$ cat config.mk
export PLATFORM = sky130hd
export DESIGN_NAME = ctrl_sequencer
export DESIGN_NICKNAME = d
export VERILOG_FILES = /design/src/rtl/ctrl_sequencer.sv
export SDC_FILE = /design/constraint.sdc
export NUM_CORES = 1
export LEC_CHECK = 0
export BUFFER_PORTS_ARGS = -buffer_cell sky130_fd_sc_hd__buf_2
export CAP_MARGIN = 20
export CORE_ASPECT_RATIO = 0.5
export CORE_MARGIN = 10
export CORE_UTILIZATION = 60
export CTS_CLUSTER_DIAMETER = 30
export DETAILED_ROUTE_END_ITERATION = 10
export GPL_ROUTABILITY_DRIVEN = 0
export MAX_ROUTING_LAYER = met4
export PLACE_DENSITY = 0.84
export SLEW_MARGIN = 20
export SYNTH_ARGS = -nofsm -noshare
export SYNTH_HDL_FRONTEND = slang
export SYNTH_SLANG_ARGS = --single-unit
export TNS_END_PERCENT = 5
$ cat constraint.sdc
create_clock -name clk -period 3.6 [get_ports clk]
set_clock_uncertainty 0.2 [all_clocks]
set_input_delay 0.54 -clock clk [delete_from_list [all_inputs] [get_ports clk]]
set_output_delay 0.54 -clock clk [all_outputs]
set_load 0.005 [all_outputs]
$ cat src/rtl/ctrl_sequencer.sv
// ctrl_sequencer: registered control decoder with two-word, halt and interrupt-entry sequencing.
module ctrl_sequencer #(
  parameter int OPCODE_W   = 7,
  parameter int ALU_OP_W   = 4,
  parameter int INT_CYCLES = 2
) (
  input  logic                clk,
  input  logic                reset,
  input  logic [OPCODE_W-1:0] opcode,
  input  logic                instr_valid,
  input  logic                stall,
  input  logic                flush,
  input  logic                intr,
  output logic [ALU_OP_W-1:0] alu_op,
  output logic                reg_we,
  output logic                mem_rd,
  output logic                mem_wr,
  output logic                imm_sel,
  output logic                port_in,
  output logic                port_out,
  output logic                set_c,
  output logic                ctrl_valid,
  output logic                fetch_imm,
  output logic                halted,
  output logic                int_ack,
  output logic                vec_load,
  output logic                illegal
);
  typedef enum logic [1:0] {RUN, IMM, HALT, INT} state_t;
  typedef struct packed {
    logic [ALU_OP_W-1:0] alu;
    logic we, rd, wr, imm, pin, pout, setc, cv;
  } fld_t;

  function automatic fld_t f(input int a, input logic [7:0] b);
    return {ALU_OP_W'(a), b};
  endfunction

  localparam fld_t BUBBLE = {ALU_OP_W'(15), 8'h00};
  localparam fld_t PUSH   = {ALU_OP_W'(5), 8'b0010_0001};

  state_t     state, state_n;
  logic [3:0] cnt, cnt_n;
  logic       pend, pend_n;
  fld_t       lat, lat_n, out, out_n, dec;
  logic       fi_n, ha_n, ack_n, vec_n, ill_n;
  logic       two, hlt, legal, take;

  // flag byte order: we rd wr imm pin pout setc cv
  always_comb begin
    dec = BUBBLE;
    two = 1'b0;
    hlt = 1'b0;
    legal = 1'b1;
    case (opcode[6:0])
      7'b0010001: dec = f(4, 8'b1000_0001);
      7'b0000011: dec = f(1, 8'b1000_0001);
      7'b0011001: dec = f(5, 8'b0000_0101);
      7'b0011000: dec = f(5, 8'b1000_1001);
      7'b1100001: begin dec = f(15, 8'b0000_0001); hlt = 1'b1; end
      7'b1101000: dec = f(15, 8'b0000_0001);
      7'b1100010: dec = f(0, 8'b0000_0011);
      7'b0010101: dec = f(5, 8'b1000_0001);
      7'b0000001: dec = f(0, 8'b1000_0001);
      7'b0001001: dec = f(2, 8'b1000_0001);
      7'b0001101: dec = f(3, 8'b1000_0001);
      7'b0100000: begin dec = f(0, 8'b1001_0001); two = 1'b1; end
      7'b0110101: begin dec = f(5, 8'b1001_0001); two = 1'b1; end
      7'b0100010: begin dec = f(0, 8'b1101_0001); two = 1'b1; end
      7'b0100011: begin dec = f(0, 8'b0011_0001); two = 1'b1; end
      default: legal = 1'b0;
    endcase
    if ((opcode >> 7) != '0) legal = 1'b0;
    if (!legal) begin
      dec = BUBBLE;
      two = 1'b0;
      hlt = 1'b0;
    end
  end

  assign take = pend | intr;

  always_comb begin
    state_n = state;
    cnt_n = cnt;
    lat_n = lat;
    out_n = out;
    pend_n = pend;
    fi_n = fetch_imm;
    ha_n = halted;
    ack_n = 1'b0;
    vec_n = 1'b0;
    ill_n = 1'b0;
    if (flush) begin
      out_n = BUBBLE;
      fi_n = 1'b0;
      pend_n = take | (state == INT);
      state_n = (state == HALT) ? HALT : RUN;
    end else if (!stall) begin
      out_n = BUBBLE;
      fi_n = 1'b0;
      pend_n = (state == INT) ? pend : take;
      if ((state == RUN || state == HALT) && take) begin
        state_n = INT;
        out_n = PUSH;
        ack_n = 1'b1;
        cnt_n = 4'd1;
        pend_n = 1'b0;
        ha_n = 1'b0;
      end else if (state == RUN && instr_valid) begin
        out_n = two ? BUBBLE : dec;
        ill_n = !legal;
        fi_n = two;
        lat_n = two ? dec : lat;
        state_n = two ? IMM : (hlt ? HALT : RUN);
        ha_n = hlt;
      end else if (state == IMM) begin
        out_n = instr_valid ? lat : BUBBLE;
        fi_n = !instr_valid;
        state_n = instr_valid ? RUN : IMM;
      end else if (state == INT) begin
        out_n = (cnt < 4'(INT_CYCLES)) ? PUSH : BUBBLE;
        vec_n = !(cnt < 4'(INT_CYCLES));
        state_n = (cnt < 4'(INT_CYCLES)) ? INT : RUN;
        cnt_n = cnt + 4'd1;
      end
    end
  end

  always_ff @(posedge clk) begin
    if (reset) begin
      state <= RUN;
      cnt <= '0;
      lat <= BUBBLE;
      out <= BUBBLE;
      pend <= 1'b0;
      fetch_imm <= 1'b0;
      halted <= 1'b0;
      int_ack <= 1'b0;
      vec_load <= 1'b0;
      illegal <= 1'b0;
    end else begin
      state <= state_n;
      cnt <= cnt_n;
      lat <= lat_n;
      out <= out_n;
      pend <= pend_n;
      fetch_imm <= fi_n;
      halted <= ha_n;
      int_ack <= ack_n;
      vec_load <= vec_n;
      illegal <= ill_n;
    end
  end

  assign {alu_op, reg_we, mem_rd, mem_wr, imm_sel, port_in, port_out, set_c, ctrl_valid} = out;
endmodule

==> impl_metrics.tcl, run 1 <==
set metrics [dict create \
    fin_area_sq_um 2168 \
    power_frac_comb_pct 13.4 \
    hold_violations 0 \
    drive_gt1_share_pct 19.92 \
    max_stage_delay_ns 0.61 \
    ys_ff_latch 36 \
    critPathMaxFanout 9 \
    final_cell_mix "dfxtp_1, nor2_1, buf_2" \
    postRouteAntennaNets 0 \
    fin_ws_ns 1.446 \
    path_cells "nand2b_1 -> nor4_1 -> and3_1 -> a221oi_1 -> nor2_1" \
    dp_slack_ns 1.213 \
    period_share_pct 59.84 \
    syn-num-nets 255 \
    power.switching_mw 0.2356 \
    tightest_slew_ns 0.7364 \
    seq_area_frac_synth_pct 36.48 \
    clk_latency_ns 0.30 \
    pwr-share-clk_pct 36.0 \
    grt_pass1_wl_mm 8.424 \
    syn_area_sq_um 1976 \
    drc 0 \
    io_pins 30 \
    powerDensity_nw_per_um2 375.4 \
    numPortBuffers 29 \
    cp_top_family "simple AND/OR/NAND/NOR gates" \
    area_growth_pct 9.753 \
    dp_hpwl_mm 3.803 \
    fmax_mhz 464.2 \
    sw_frac_of_total_pct 28.94 \
    routed_wl_mm 5.177 \
    rrSetupSlack_ns 1.45 \
    nNetsFinal 274 \
    grt_pass1_vias 1727 \
    cap_violations 0 \
    report.final.slew_viol_count 0 \
    die_y_um 60.58 \
    post_cts_buffers 0 \
    grt_overflow 0 \
    criticalPathCategory "reg -> reg" \
    arrival_ns 2.18 \
    synth_area_leader_cell "dfxtp_1" \
    hold_ws_ns 0.2625 \
    avgSynthCellArea_sq_um 8.198 \
    postCtsHoldBufs 0 \
    cts_sinks 36 \
    synthFlopType "dfxtp_1" \
    cts_resized 0 \
    maxSlewHeadroom_pct 50.45 \
    final_common_cell "dfxtp_1" \
    htree_levels 2 \
    cts_tree "yes" \
    crit_path_start_kind "flip-flop" \
    synth_cells 241 \
    synth_top_area_share_pct 36.48 \
    core-area_sq_um 3083 \
    cp_num_buf_inv 0 \
    antenna_found_initial 0 \
    leakage_nw 0.8351 \
    ir_drop_v 0.0002392 \
    drtPass1Iterations 5 \
    fin_setup_tns_ns 0 \
    slowest_stage "nor4_1" \
    clk_path_buf_depth 2 \
    async_flop_share_pct 0 \
    finalCriticalPeriod_ns 2.154 \
    total_power_mw 0.8141 \
    vias 1919 \
    synth_edf_count 0 \
    required_ns 3.63 \
    dieArea_sq_um 6127 \
    status "finished, final reports clean" \
    internal_power_mw 0.5785 \
    initial_core_util_pct 64.08 \
    yosys_warnings 0 \
    synth_cell_types 61 \
    routedWlPerCell_um 17.20 \
    setup_viol_count_final 0 \
    grt_max_degree 23 \
    end_kind "flip-flop" \
    ys_top_cells_by_area "dfxtp_1, nor2_1, nand2_1" \
    rsz0062_at_grt "no" \
    n_antenna_cell 0 \
    avgViaCountPerCell 6.375 \
    grt_usage_pct 17.78 \
    cts_buffers 5 \
    drtIter0Drc 221 \
    root_buffer "clkbuf_8" \
    postPlaceCellArea_sq_um 2081 \
    hold_class "reg -> reg" \
    pwr-share-seq_pct 50.6 \
    path_clk_slew_ns 0.08 \
    num_rows 14 \
    die_x_um 101.2 \
]
[cells in the mapped netlist, drive strengths merged, types with 3 or more instances]
cell	n
nand2b	9
inv	4
nand2	21
clkbuf	7
a21oi	15
nand3	4
nor4	3
dfxtp	36
a31oi	5
a32o	3
or2	3
a211oi	4
and2	5
nor2	34
a21o	5
or3	5
o21ai	15
nor3	11
nand4	3
a221oi	4
buf	10
o22ai	3
[worst reg2reg max path: stages, from the launching register on]
cell and delay, ns:
dfxtp_1 0.39, nand2b_1 0.30, nor4_1 0.61, and3_1 0.35
a221oi_1 0.11, nor2_1 0.13
[per-layer routing]
| layer | vias to the layer above | track usage [%] | part of all wire, % | wire length [um] |
|---|---|---|---|---|
| li1 | 921 | - | - | - |
| met1 | 894 | 23.16 | 45 | 2310 |
| met2 | 97 | 25.63 | 45 | 2315 |
| met3 | 7 | 5.215 | 9.6 | 496 |
| met4 | 0 | 6.114 | 1.1 | 55 |
| met5 | - | - | 0 | 0 |
[sequential cells by signal (all words and copies together), names as in the netlist]
name / cells
imm_sel: 1
state: 2
cnt: 4
mem_rd: 1
mem_wr: 1
illegal: 1
set_c: 1
vec_load: 1
pend: 1
alu_op: 4
port_out: 1
lat: 12
int_ack: 1
halted: 1
fetch_imm: 1
port_in: 1
reg_we: 1
ctrl_valid: 1
[worst paths after layout]
path | startpoint | end | cells after the start
worst min register to register | lat[11] | lat[11] | 1
worst max-delay path | state[1] | set_c | 5
worst max register to register | state[1] | set_c | 5
worst min-delay path | lat[11] | lat[11] | 1
[through the flow]
step	std cells	utilization [%]
2_1_floorplan	241	-
3_3_place_gp	293	67.49
3_5_place_dp	293	67.49
4_1_cts	301	70.33
5_1_grt	301	70.33
6_report	301	70.33
[final cells by class]
type / instances / area [sq um]
Clock buffer: 5 / 68.82
Clock inverter: 3 / 18.77
Fill cell: 244 / 914.6
Inverter: 4 / 15.01
Multi-Input combinational cell: 184 / 1150
Sequential cell: 36 / 720.7
Tap cell: 40 / 50.05
Timing Repair Buffer: 29 / 145.1
[power groups by stage]
stage               clock (mW)  sequential [mW]  combinational [mW]
floorplan                    0            0.418              0.0846
global placement             0            0.421               0.105
detailed placement           0            0.421               0.107
CTS                      0.291            0.412               0.108
finish                   0.293            0.412               0.109
global route             0.309            0.413               0.120
[cells by family after synthesis]
logic type | share of synthesized area (%)
AOI/OAI and AO/OA | 25.08
xor gates and xnor gates | 0.8868
adders and majority gates | 0.6332
buffers and inverters | 5.320
DFF | 36.48
muxes | 0.5067
and+or+nand+nor | 31.10
No activity file was read; power rests on OpenSTA's default activity.
==> run 2: changes to the inputs <==
- CORE_UTILIZATION: 60 -> 56
- PLACE_DENSITY: 0.84 -> 0.8
- clock period: 3.6 -> 2.08 ns (I/O delays scaled with it)
==> impl_metrics.tcl, run 2 (synthesized netlist as in run 1, its figures left out) <==
set metrics [dict create \
    cp_num_buf_inv 1 \
    grt_usage_pct 18.46 \
    die_x_um 104 \
    setup_viol_count_final 0 \
    cts_buffers 5 \
    clk_latency_ns 0.29 \
    internal_power_mw 1.081 \
    final_cell_mix "dfxtp_1, nor2_1, buf_2" \
    routedWlPerCell_um 17.30 \
    cp_top_family "compound AO/OA/AOI/OAI gates" \
    fin_area_sq_um 2318 \
    criticalPathCategory "reg -> reg" \
    cts_tree "yes" \
    path_clk_slew_ns 0.07 \
    max_stage_delay_ns 0.50 \
    num_rows 15 \
    dp_hpwl_mm 4.119 \
    slowest_stage "dfxtp_1" \
    drtPass1Iterations 5 \
    tightest_slew_ns 0.4172 \
    avgViaCountPerCell 6.140 \
    drc 0 \
    whs_path_depth 3 \
    die_y_um 62 \
    final_common_cell "dfxtp_1" \
    area_growth_pct 17.35 \
    rsz0062_at_grt "no" \
    postPlaceCellArea_sq_um 2222 \
    ir_drop_v 0.0002608 \
    cp.depth 5 \
    hold_class "in -> reg" \
    nNetsFinal 291 \
    pwr-share-clk_pct 37.1 \
    n_antenna_cell 0 \
    leakage_nw 0.9212 \
    period_share_pct 91.78 \
    postRouteAntennaNets 0 \
    hold_ws_ns 0.1120 \
    sw_frac_of_total_pct 27.04 \
    root_buffer "clkbuf_8" \
    postCtsHoldBufs 0 \
    numPortBuffers 29 \
    path_cells "inv_2 -> or2_2 -> o211a_1 -> o32ai_1 -> a31oi_1" \
    cap_violations 0 \
    fmax_mhz 523.8 \
    cts_resized 0 \
    required_ns 2.06 \
    initial_core_util_pct 57.84 \
    pwr-share-seq_pct 48.0 \
    power_frac_comb_pct 14.9 \
    routed_wl_mm 5.675 \
    htree_levels 2 \
    clk_path_buf_depth 2 \
    hold_violations 0 \
    arrival_ns 1.89 \
    cts_sinks 36 \
    final_core_util_pct 67.88 \
    top_register "lat" \
    report.final.slew_viol_count 0 \
    core-area_sq_um 3416 \
    power.switching_mw 0.4007 \
    grt_max_degree 13 \
    drtIter0Drc 121 \
    io_pins 30 \
    antenna_found_initial 0 \
    post_cts_buffers 0 \
    vias 2014 \
    finalCriticalPeriod_ns 1.909 \
    crit_path_start_kind "flip-flop" \
    worstRegToRegCells 5 \
    critPathMaxFanout 12 \
    grt_pass1_wl_mm 9.266 \
    powerDensity_nw_per_um2 639.2 \
    grt_overflow 0 \
    grt_pass1_vias 1898 \
    dieArea_sq_um 6448 \
    drive_gt1_share_pct 24.55 \
    nFillCells 284 \
    largest_reg_flops 12 \
    maxSlewHeadroom_pct 71.47 \
    end_kind "flip-flop" \
    status "finished, final reports clean" \
    fin_setup_tns_ns 0 \
]
==> run 2: changes by cell type in the layout (fill, tap and decap cells not counted) <==
cell | before | now
buf_4 | 0 | 17
clkbuf_8 | 5 | 7
clkinv_2 | 2 | 0
clkinv_4 | 1 | 0
==> run 2: final timing paths <==
path | start | to | slack, ns
setup / recovery | state[0] | alu_op[1] | 0.17
hold / removal | opcode[1] | lat[5] | 0.11
setup reg to reg | state[0] | alu_op[1] | 0.17
hold reg to reg | lat[11] | lat[11] | 0.25
==> run 2: metrics by stage <==
stage	power, mW	std cells	setup slack (ns)
6_report	1.482	328	0.1710
5_1_grt	1.527	328	0.1020
4_1_cts	1.479	328	0.1879
3_5_place_dp	0.9394	321	-0.01078
3_3_place_gp	0.9333	321	0.01594
2_1_floorplan	0.8703	241	0.2252
==> run 2: cell type report <==
class	instances	area, sq um	share of cell area, %
multi-input cells	184	1150	49.60
flip-flops and latches	36	720.7	31.08
repair buffers	46	272.8	11.76
clock buffers	7	96.34	4.155
well taps	51	63.81	2.752
inverters	4	15.01	0.6476
==> run 2: worst register-to-register path: stages, from the launching register on <==
cell and delay, ns:
dfxtp_1 0.50, inv_2 0.18, or2_2 0.38, o211a_1 0.24, o32ai_1 0.24, a31oi_1 0.07
==> run 2: power groups by stage <==
stage | Combinational (mW) | Sequential (mW) | Clock (mW)
finish | 0.221 | 0.711 | 0.550
global route | 0.239 | 0.712 | 0.575
CTS | 0.216 | 0.711 | 0.552
detailed placement | 0.213 | 0.726 | 0
global placement | 0.208 | 0.726 | 0
floorplan | 0.146 | 0.724 | 0
==> run 2: per-layer routing <==
| layer | wire (um) | track usage [%] |
|---|---|---|
| met5 | 0 | - |
| met4 | 110 | 6.483 |
| met3 | 434 | 5.247 |
| met2 | 2502 | 28.58 |
| met1 | 2627 | 23.01 |
